===== src/rtl/idex_stage.sv =====
`default_nettype none
// ============================================================================
// Module   : idex_stage
// Brief    : ID/EX pipeline register with load-use hazard detection,
//            flush/hold handling and saturating stall/flush event counters.
// Revision : 1.0  initial release
// ============================================================================
module idex_stage (
  input  logic        clk,
  input  logic        rst,
  // ID stage
  input  logic        id_valid,
  input  logic [4:0]  id_rs,
  input  logic [4:0]  id_rt,
  input  logic [4:0]  id_rd,
  input  logic        id_uses_rs,
  input  logic        id_uses_rt,
  input  logic [31:0] id_rdata1,
  input  logic [31:0] id_rdata2,
  input  logic [31:0] id_imm,
  input  logic        id_RegWrite,
  input  logic        id_MemRead,
  input  logic        id_MemWrite,
  input  logic        id_MemtoReg,
  input  logic        id_ALUSrc,
  input  logic        id_RegDst,
  input  logic [1:0]  id_ALUOp,
  // pipeline control
  input  logic        flush,
  input  logic        hold,
  // ID/EX register
  output logic        IDEX_valid,
  output logic [4:0]  IDEX_Rs,
  output logic [4:0]  IDEX_Rt,
  output logic [4:0]  IDEX_Rd,
  output logic [31:0] IDEX_rdata1,
  output logic [31:0] IDEX_rdata2,
  output logic [31:0] IDEX_imm,
  output logic        IDEX_RegWrite,
  output logic        IDEX_MemRead,
  output logic        IDEX_MemWrite,
  output logic        IDEX_MemtoReg,
  output logic        IDEX_ALUSrc,
  output logic        IDEX_RegDst,
  output logic [1:0]  IDEX_ALUOp,
  // hazard / statistics
  output logic        stall,
  output logic [15:0] stall_count,
  output logic [15:0] flush_count
);

  localparam logic [15:0] C_CNT_MAX = 16'hFFFF;

  typedef struct packed {
    logic        valid;
    logic [4:0]  rs;
    logic [4:0]  rt;
    logic [4:0]  rd;
    logic [31:0] rdata1;
    logic [31:0] rdata2;
    logic [31:0] imm;
    logic        regwrite;
    logic        memread;
    logic        memwrite;
    logic        memtoreg;
    logic        alusrc;
    logic        regdst;
    logic [1:0]  aluop;
  } idex_t;

  idex_t       pipe_q, pipe_d;
  logic [15:0] stall_cnt_q;
  logic [15:0] flush_cnt_q;
  logic        w_rs_hit;
  logic        w_rt_hit;

  // Register 0 is hardwired, so a load targeting it can never create a hazard.
  assign w_rs_hit = id_uses_rs && (id_rs == pipe_q.rt);
  assign w_rt_hit = id_uses_rt && (id_rt == pipe_q.rt);
  assign stall    = !rst && !flush && !hold && id_valid && pipe_q.valid &&
                    pipe_q.memread && (pipe_q.rt != 5'd0) && (w_rs_hit || w_rt_hit);

  always_comb begin
    pipe_d = pipe_q;
    if (flush || (!hold && stall)) begin
      pipe_d = '0;
    end else if (!hold) begin
      pipe_d.valid    = id_valid;
      pipe_d.rs       = id_rs;
      pipe_d.rt       = id_rt;
      pipe_d.rd       = id_rd;
      pipe_d.rdata1   = id_rdata1;
      pipe_d.rdata2   = id_rdata2;
      pipe_d.imm      = id_imm;
      pipe_d.regwrite = id_valid && id_RegWrite;
      pipe_d.memread  = id_valid && id_MemRead;
      pipe_d.memwrite = id_valid && id_MemWrite;
      pipe_d.memtoreg = id_valid && id_MemtoReg;
      pipe_d.alusrc   = id_valid && id_ALUSrc;
      pipe_d.regdst   = id_valid && id_RegDst;
      pipe_d.aluop    = id_valid ? id_ALUOp : 2'b00;
    end
  end

  always_ff @(posedge clk) begin
    if (rst) begin
      pipe_q      <= '0;
      stall_cnt_q <= '0;
      flush_cnt_q <= '0;
    end else begin
      pipe_q <= pipe_d;
      if (stall && (stall_cnt_q != C_CNT_MAX)) begin
        stall_cnt_q <= stall_cnt_q + 16'd1;
      end
      if (flush && (flush_cnt_q != C_CNT_MAX)) begin
        flush_cnt_q <= flush_cnt_q + 16'd1;
      end
    end
  end

  assign IDEX_valid    = pipe_q.valid;
  assign IDEX_Rs       = pipe_q.rs;
  assign IDEX_Rt       = pipe_q.rt;
  assign IDEX_Rd       = pipe_q.rd;
  assign IDEX_rdata1   = pipe_q.rdata1;
  assign IDEX_rdata2   = pipe_q.rdata2;
  assign IDEX_imm      = pipe_q.imm;
  assign IDEX_RegWrite = pipe_q.regwrite;
  assign IDEX_MemRead  = pipe_q.memread;
  assign IDEX_MemWrite = pipe_q.memwrite;
  assign IDEX_MemtoReg = pipe_q.memtoreg;
  assign IDEX_ALUSrc   = pipe_q.alusrc;
  assign IDEX_RegDst   = pipe_q.regdst;
  assign IDEX_ALUOp    = pipe_q.aluop;
  assign stall_count   = stall_cnt_q;
  assign flush_count   = flush_cnt_q;

endmodule
`default_nettype wire


===== config.mk =====
export PLATFORM = sky130hd
export DESIGN_NAME = idex_stage
export DESIGN_NICKNAME = d
export VERILOG_FILES = /design/src/rtl/idex_stage.sv
export SDC_FILE = /design/constraint.sdc
export NUM_CORES = 1
export LEC_CHECK = 0
export ABC_AREA = 1
export CORE_MARGIN = 2
export CORE_UTILIZATION = 30
export CTS_CLUSTER_DIAMETER = 200
export CTS_CLUSTER_SIZE = 24
export DETAILED_ROUTE_END_ITERATION = 8
export GPL_TIMING_DRIVEN = 0
export PLACE_DENSITY_LB_ADDON = 0.15
export SLEW_MARGIN = 20
export SYNTH_ARGS = -nofsm -noshare
export SYNTH_HDL_FRONTEND = slang
export SYNTH_SLANG_ARGS = --single-unit

===== constraint.sdc =====
create_clock -name clk -period 2.3 [get_ports clk]
set_clock_uncertainty 0.1 [all_clocks]
set_input_delay 0.46 -clock clk [delete_from_list [all_inputs] [get_ports clk]]
set_output_delay 0.46 -clock clk [all_outputs]
set_load 0.02 [all_outputs]

* Word-level counts from Yosys, hierarchy flattened
Cells that the tools add are included.
Operators by class: add/subtract/negate cells 2, equal/unequal tests 4, multiplexer cells 1, reduce and logical (&&, ||, !) cells 25
Operators with widths (number):
- adder 16 x 1 -> 16 bit, second input constant | 2
- != test 16 bit, second input constant | 2
- logical AND 1 bit | 18
- == test 5 bit | 2
- nonzero test 5 bit | 1
- zero test 1 bit | 3
- logical OR 1 bit | 2
- 2-to-1 mux 2 bit | 1
- OR reduction 2 bit | 1
Storage, ports and cells: bits in registers 152, output and inout bits 153, word-level logic and storage cells 48

* Depth between registers and ports, before layout
Gate-level depths: netlist (run 1).
depth after elaboration 11, mapped depth 11, mapped depth without buffers 11

* Least setup slack after synthesis (run 1)
Ideal clock, no wire load.
path kind input to output, start input port rst, end output port stall, data arrival time 1277 ps, setup slack 463 ps, stages 6, buffers on the path 1, path through buf_2 -> nor2_2 -> nand4_1 -> nor2_2 -> nand2_1 -> inv_1
On the way: word-level cells in the longest chain between the ends 8
Ends and longest elaborated chain:
- start, declared | RTL line 10 | input logic rst,
- zero test 1 bit | RTL line 80 | assign stall = !rst && !flush && !hold && id_valid && pipe_q.valid &&
- logical AND 1 bit (5 in a row) | RTL line 80
- logical AND 1 bit (2 in a row) | RTL line 81 | pipe_q.memread && (pipe_q.rt != 5'd0) && (w_rs_hit || w_rt_hit);
- end, declared | RTL line 47 | output logic stall,
No other way between the ends.

* Worst setup path in the final report (run 1)
start input port id_rt[3], end output port stall
On the way: word-level cells in the longest chain between the ends 4
Ends and longest elaborated chain:
- start, declared | RTL line 14 | input logic [4:0] id_rt,
- == test 5 bit | RTL line 79 | assign w_rt_hit = id_uses_rt && (id_rt == pipe_q.rt);
- logical AND 1 bit | RTL line 79
- logical OR 1 bit | RTL line 81
- logical AND 1 bit | RTL line 81
No other way between the ends.

==> metrics, run 1 <==
RSZ-0062 raised after global routing=false; Core ar.=20200 µm²; number of I/O port buffers=277; post-place setup slack=-767 ps; syn nets=1001; Max Slew Vio Count=0; Initial Util=30.5%; largest net degree at the start of global routing=17; drt drc=0; Post-Synth Simple-Gate Area=30.7%; CTS tree=built; largest family of logic cells by synthesized area=simple AND/OR/NAND/NOR gates; Critical Path Source Type=input port; CP Cell Sequence=clkdlybuf4s50_1, inv_1, nand2_1, nand2_1, nor2_1, nand3_1, nand2_2, nand2_2, inv_2, buf_6; area grow syn2layout=60.3%; crit-path max FO=2; htree depth=4; Lkg Pwr=3.81 nW; GRT Resource Usage Total=19.7%; Sw Ratio=27.1%; Die Width=148 µm; drt pass-1 iters=4; Sequential Area=3040 µm²; synth warn=0; DR vias=6538; commonest non-fill, non-tap cells in the layout=nand2_1 (318), clkdlybuf4s50_1 (269), dfxtp_1 (151); Ports=279; clock power share=43.6%; Bufs on Longest Clock Path=2; post-synthesis sequential area ratio=49.3%; Pint=4.51 mW; Crit path max-delay family=buffers and inverters; max cap viols=0; pwr dens=625 nW/µm²; status=finished, final reports clean; most common library cell in the layout ignoring fill and taps=nand2_1; CTS buffer count=17; FP Rows=52; Crit Path Class=in -> out; vias per inst=4.49; Starting DRT DRC Count=240; gr ovfl total=0; worst-skew pair later-pin latency=430 ps; FMAX=0.452 GHz; Worst Path Buf+Inv=4; proportion of synthesized area in mux cells=0%; XOR/XNOR Fraction of Synth Area=0.567%; total chip power=6.19 mW; CP required=1740 ps; final setup violating endpoints=0; CP peak stage delay=480 ps; nets=1300; Mapped Avg Cell Area=7.08 µm²; Synth top area share=49.3%; post-synthesis compound-gate area fraction=11.9%; WHS=254 ps; Yosys cell types=27; CTS root buf=clkbuf_16; Num Clock Sinks=152; Hold WC Path Type=in -> reg; Multi-input gate area=2710 µm²; Yosys top cell by area=dfxtp_1; Final min period=2210 ps; Gate power share=12.1%; vias in the first global route=6286; Die Height=148 µm; final WL=21.3 mm; reg2reg setup slack=340 ps; remaining antenna violation count=0; Die ar.=21800 µm²; adder-cell area share of the yosys netlist=0.405%; NetSw=1.68 mW; VDD IR max=0.506 mV; Layout fillers=2066; Reg clk slew, reported paths=60 ps; layout cell share with drive strength beyond 1=6.24%; critical path endpoint category=output port; arrival time worst endpoint=1650 ps; Final Hold Viols=0; period utilization=96.3%; FF+latch count, synth=152; HPWL after DPL=16.0 mm; final core utilization=48.9%; top cells by area, synth=dfxtp_1 (49%), nand2_1 (19%), a21oi_1 (9.8%); Seq pwr share=44.3%; Critical-path top delay cell=clkdlybuf4s50_1; placer congestion estimate=0.818; mapped cell area=6180 µm²; initial antenna violation count=0; slack of the critical path=86.2 ps; Syn Inst Count=873; headroom to the max-slew limit=60.0%; first-pass GRT wire length=33.3 mm; Worst Tran Pin Value=600 ps; WL/cell=14.6 µm
==> power by group through the flow <==
stage                     Combinational [mW]  Sequential, mW  Clock (mW)
after global routing                   0.818            2.75        2.90
final                                  0.750            2.74        2.70
after detailed placement               0.756            2.80           0
after global placement                 0.758            2.80           0
after CTS                              0.762            2.74        2.77
after floorplan                        0.232            2.88           0
==> per-stage QoR <==
| stage | setup TNS [ps] | instances | cell area (µm²) |
|---|---|---|---|
| 3_5_place_dp | -42020 | 1420 | 9290 |
| 4_1_cts | 0 | 1455 | 9880 |
| 2_1_floorplan | 0 | 873 | 6180 |
| 6_report | 0 | 1456 | 9900 |
| 5_1_grt | 0 | 1455 | 9900 |
| 3_3_place_gp | -41410 | 1420 | 9290 |
==> cell families (layout without fill, tap and decap cells) <==
family                   after synthesis  after routing
AO/OA/AOI/OAI                        141            141
other                                  0              1
XOR/XNOR                               4              4
flip-flops                           152            152
AND/OR/NAND/NOR                      470            470
adder cells (fa/ha/maj)                2              2
buffers and inverters                104            416
==> path summary, 6_finish.rpt <==
path,to,start,depth (start not counted)
worst min register to register,IDEX_rdata2[30]$_SDFFE_PP0N_,IDEX_rdata2[30]$_SDFFE_PP0N_,2
worst min-delay path,stall_count[15]$_SDFFE_PP0P_,rst,2
worst max-delay path,stall,id_rt[3],10
worst max register to register,stall_count[1]$_SDFFE_PP0P_,stall_count[1]$_SDFFE_PP0P_,10
==> what timing repair did <==
item,4_1_cts,5_1_grt
pin swaps,4,4
hold endpoints to repair,0,0
setup endpoints to repair,1,1
setup buffers,3,0
hold buffers,0,0
resized for setup,10,10
==> layout make-up <==
type,instances,share of cell area (%)
antenna,1,0.0253
buffer,46,2.29
clock buffer,17,4.30
clock inverter,15,1.34
inverter,58,2.20
multi-input combinational,617,27.4
sequential,152,30.7
tap,270,3.41
timing repair buffer,280,28.3
==> Yosys cell counts <==
master / n
clkbuf_1: 26
xor2_1: 3
dfxtp_1: 152
nor2_4: 1
a31oi_1: 2
nor3_1: 11
and3_1: 1
inv_1: 52
nor2_2: 4
xnor2_1: 1
buf_2: 7
a21oi_1: 121
buf_4: 12
o21ai_1: 2
buf_1: 1
a22oi_1: 8
o21bai_1: 2
nor2_1: 82
nand2_1: 320
nand4_1: 17
nand3_1: 31
o31ai_1: 1
nor3_2: 2
ha_1: 2
inv_2: 6
o21ai_0: 5
nor3b_1: 1
==> registers in the layout (all words and copies together) (netlist names) <==
register       flops
IDEX_MemRead       1
IDEX_RegDst        1
IDEX_RegWrite      1
IDEX_imm          32
IDEX_Rs            5
IDEX_Rd            5
IDEX_Rt            5
IDEX_ALUOp         2
IDEX_ALUSrc        1
flush_count       16
IDEX_MemtoReg      1
IDEX_rdata2       32
stall_count       16
IDEX_valid         1
IDEX_MemWrite      1
IDEX_rdata1       32
==> metal layers <==
metal	wire length (µm)	track usage [%]	vias to the layer above
met2	10100	32.7	205
met3	1930	8.64	23
met5	0	0	-
met1	8860	23.0	2923
met4	378	5.96	0
li1	-	-	3387
Note: power is estimated with default switching activity, not from simulation.
==> run 2, diff against run 1 <==
--- a/config.mk
+++ b/config.mk
@@ -6,12 +6,12 @@
 export NUM_CORES = 1
 export LEC_CHECK = 0
 export ABC_AREA = 1
-export CORE_MARGIN = 2
+export CORE_MARGIN = 8
 export CORE_UTILIZATION = 30
 export CTS_CLUSTER_DIAMETER = 200
 export CTS_CLUSTER_SIZE = 24
 export DETAILED_ROUTE_END_ITERATION = 8
-export GPL_TIMING_DRIVEN = 0
+export GPL_TIMING_DRIVEN = 1
 export PLACE_DENSITY_LB_ADDON = 0.15
 export SLEW_MARGIN = 20
 export SYNTH_ARGS = -nofsm -noshare
==> run 2 against run 1 <==
Net effect:
- global-route usage is 2.4 points lower
- combinational power is 2% higher
- register-to-register slack hardly changed
- highest routed layer is now met5
- power is 1.8% higher
- fmax is 0.92% higher
- cell count is 1.2% lower
- utilization is 0.33 points higher
- die area is 17% higher
- via count is 2.0% lower
- sequential cell count stayed put
- wire length is 5.3% higher
- sequential share of layout area is 0.21 points lower
==> metrics, run 2 (synthesis results as in run 1) <==
nets=1282 (-1.4%); placed cell area=9350 µm² (+0.69%); number of I/O port buffers=278 (+0.36%); Lkg Pwr=3.81 nW (+0.18%); crit path capture=stall; vias per inst=4.46 (-0.78%); Worst Tran Pin Value=928 ps (+328 ps); worst r2r src=stall_count[0]$_SDFFE_PP0P_; Worst R2R Path Depth=10 (unchanged); Initial Util=30.5% (unchanged); CTS root buf=clkbuf_16; RSZ-0062 raised after global routing=false; placer congestion estimate=0.766 (-6.4%); final core utilization=49.3% (+0.33 points); GR peak layer=met2; layout cell share with drive strength beyond 1=7.28% (+1.0 points); GRT met3 Usage=9.67% (+1.0 points); CTS tree=built; met2 GRT Util=28.7% (-3.9 points); Final min period=2190 ps (-20.2 ps); Layout fillers=2026 (-1.9%); placed cell count=1405 (-1.1%); final instance area=9970 µm² (+0.68%); final WL=22.4 mm (+5.3%); initial antenna violation count=2 (+2); post-place setup slack=-525 ps (+242 ps); crit path from=id_rt[2]; status=finished, final reports clean; CTS Hold Bufs=0 (unchanged); arrival time worst endpoint=1630 ps (-20 ps); CP required=1740 ps (about the same); Die Width=160 µm (+8.1%); VDD IR max=0.456 mV (-9.8%); FP Rows=52 (unchanged); Die ar.=25400 µm² (+17%); gr ovfl total=0 (unchanged); crit-path max FO=2 (unchanged); max cap viols=0 (unchanged); area grow syn2layout=61.4%; most common library cell in the layout ignoring fill and taps=nand2_1; met1 Track Usage GR=18.7% (-4.3 points); pwr dens=632 nW/µm² (+1.1%); Final Hold Viols=0 (unchanged); critical path endpoint category=output port; first-pass GRT wire length=35.0 mm (+5.1%); period utilization=95.4% (-0.88 points); WL/cell=15.6 µm (+6.6%); Core ar.=20200 µm² (unchanged); Bufs on Longest Clock Path=2 (unchanged); DR vias=6407 (-2.0%); HPWL after DPL=16.5 mm (+3.1%); worst-skew pair later-pin latency=420 ps (about the same); r2r endpoint=stall_count[1]$_SDFFE_PP0P_; Num Clock Sinks=152 (unchanged); FMAX=0.456 GHz (+0.92%); reg2reg setup slack=330 ps (about the same); Ports=279 (unchanged); Critical Path Source Type=input port; Crit Path Class=in -> out; Final Non-Filler Cells=1438 (-1.2%); Max Slew Vio Count=0 (unchanged); htree depth=4 (unchanged); Starting DRT DRC Count=300 (+25%); headroom to the max-slew limit=38.2% (-22 points); Die Height=160 µm (+8.1%); Hold WC Path Type=reg -> reg; drt drc=0 (unchanged); Reg clk slew, reported paths=60 ps (about the same); vias in the first global route=6302 (+0.25%); slack of the critical path=106 ps (+20.2 ps); largest net degree at the start of global routing=104 (+87); post-CTS setup buffer count=0 (-3); drt pass-1 iters=5 (+1); total chip power=6.30 mW (+1.8%); remaining antenna violation count=0 (unchanged); commonest non-fill, non-tap cells in the layout=nand2_1 (317), clkdlybuf4s50_1 (273), dfxtp_1 (151); GRT Resource Usage Total=17.3% (-2.4 points); final setup violating endpoints=0 (unchanged); CTS buffer count=17 (unchanged)
## run 2: cell count changes in the layout (fill, tap and decap cells not counted), sizes merged
cell,previous run,this run
clkbuf,43,20
buf,24,32
inv,68,60
clkdlybuf4s50,269,273
dlymetal6s2s,5,1
clkinv,4,7
bufinv,0,2
## run 2: what timing repair did
item,CTS,global route
pin swaps,0,2
setup endpoints to repair,1,1
resized for setup,8,10
## run 2: worst min path at each step
stage | start | end | slack (ps) | depth (start not counted)
finish | IDEX_rdata2[25]$_SDFFE_PP0N_ | IDEX_rdata2[25]$_SDFFE_PP0N_ | 360 | 2
global route | IDEX_Rd[1]$_SDFFE_PP0N_ | IDEX_Rd[1]$_SDFFE_PP0N_ | 380 | 2
CTS | IDEX_rdata2[25]$_SDFFE_PP0N_ | IDEX_rdata2[25]$_SDFFE_PP0N_ | 360 | 2
detailed placement | IDEX_rdata2[25]$_SDFFE_PP0N_ | IDEX_rdata2[25]$_SDFFE_PP0N_ | 350 | 2
global placement | IDEX_rdata2[30]$_SDFFE_PP0N_ | IDEX_rdata2[30]$_SDFFE_PP0N_ | 340 | 2
floorplan | IDEX_rdata2[30]$_SDFFE_PP0N_ | IDEX_rdata2[30]$_SDFFE_PP0N_ | 430 | 2
## run 2: where the power goes
group	total [mW]	internal, mW	switching, mW
Sequential	2.74	2.70	0.0404
Clock	2.80	1.64	1.15
Combinational	0.764	0.398	0.366
## run 2: cell type report
type,instances,area (µm²),area share [%]
Clock inverter,12,143,1.43
Inverter,58,218,2.18
Tap cell,270,338,3.39
Multi-Input combinational cell,617,2720,27.3
Antenna cell,1,2.50,0.0251
Sequential cell,152,3040,30.5
Timing Repair Buffer,308,3060,30.7
Clock buffer,20,447,4.48
## run 2: metal layers
metal  vias to the layer above  share of wire (%)
met3                        10                 11
li1                       3345                  -
met5                         -              0.036
met4                         2               0.72
met1                      2868                 40
met2                       182                 48
## run 2: per-stage QoR
stage / hold WS (ps) / setup TNS, ps
final: 363 / 0
after global routing: 379 / 0
after CTS: 364 / 0
after detailed placement: 354 / -10050
after global placement: 344 / -7820
after floorplan: 435 / 0
## run 2: worst max-delay path, stage by stage
cell,delay (ps)
clkdlybuf4s50_1,480
inv_1,50
nand2_1,50
nand2_1,50
nor2_1,120
nand3_2,80
nand2_2,100
nand2_2,60
inv_2,60
buf_6,110
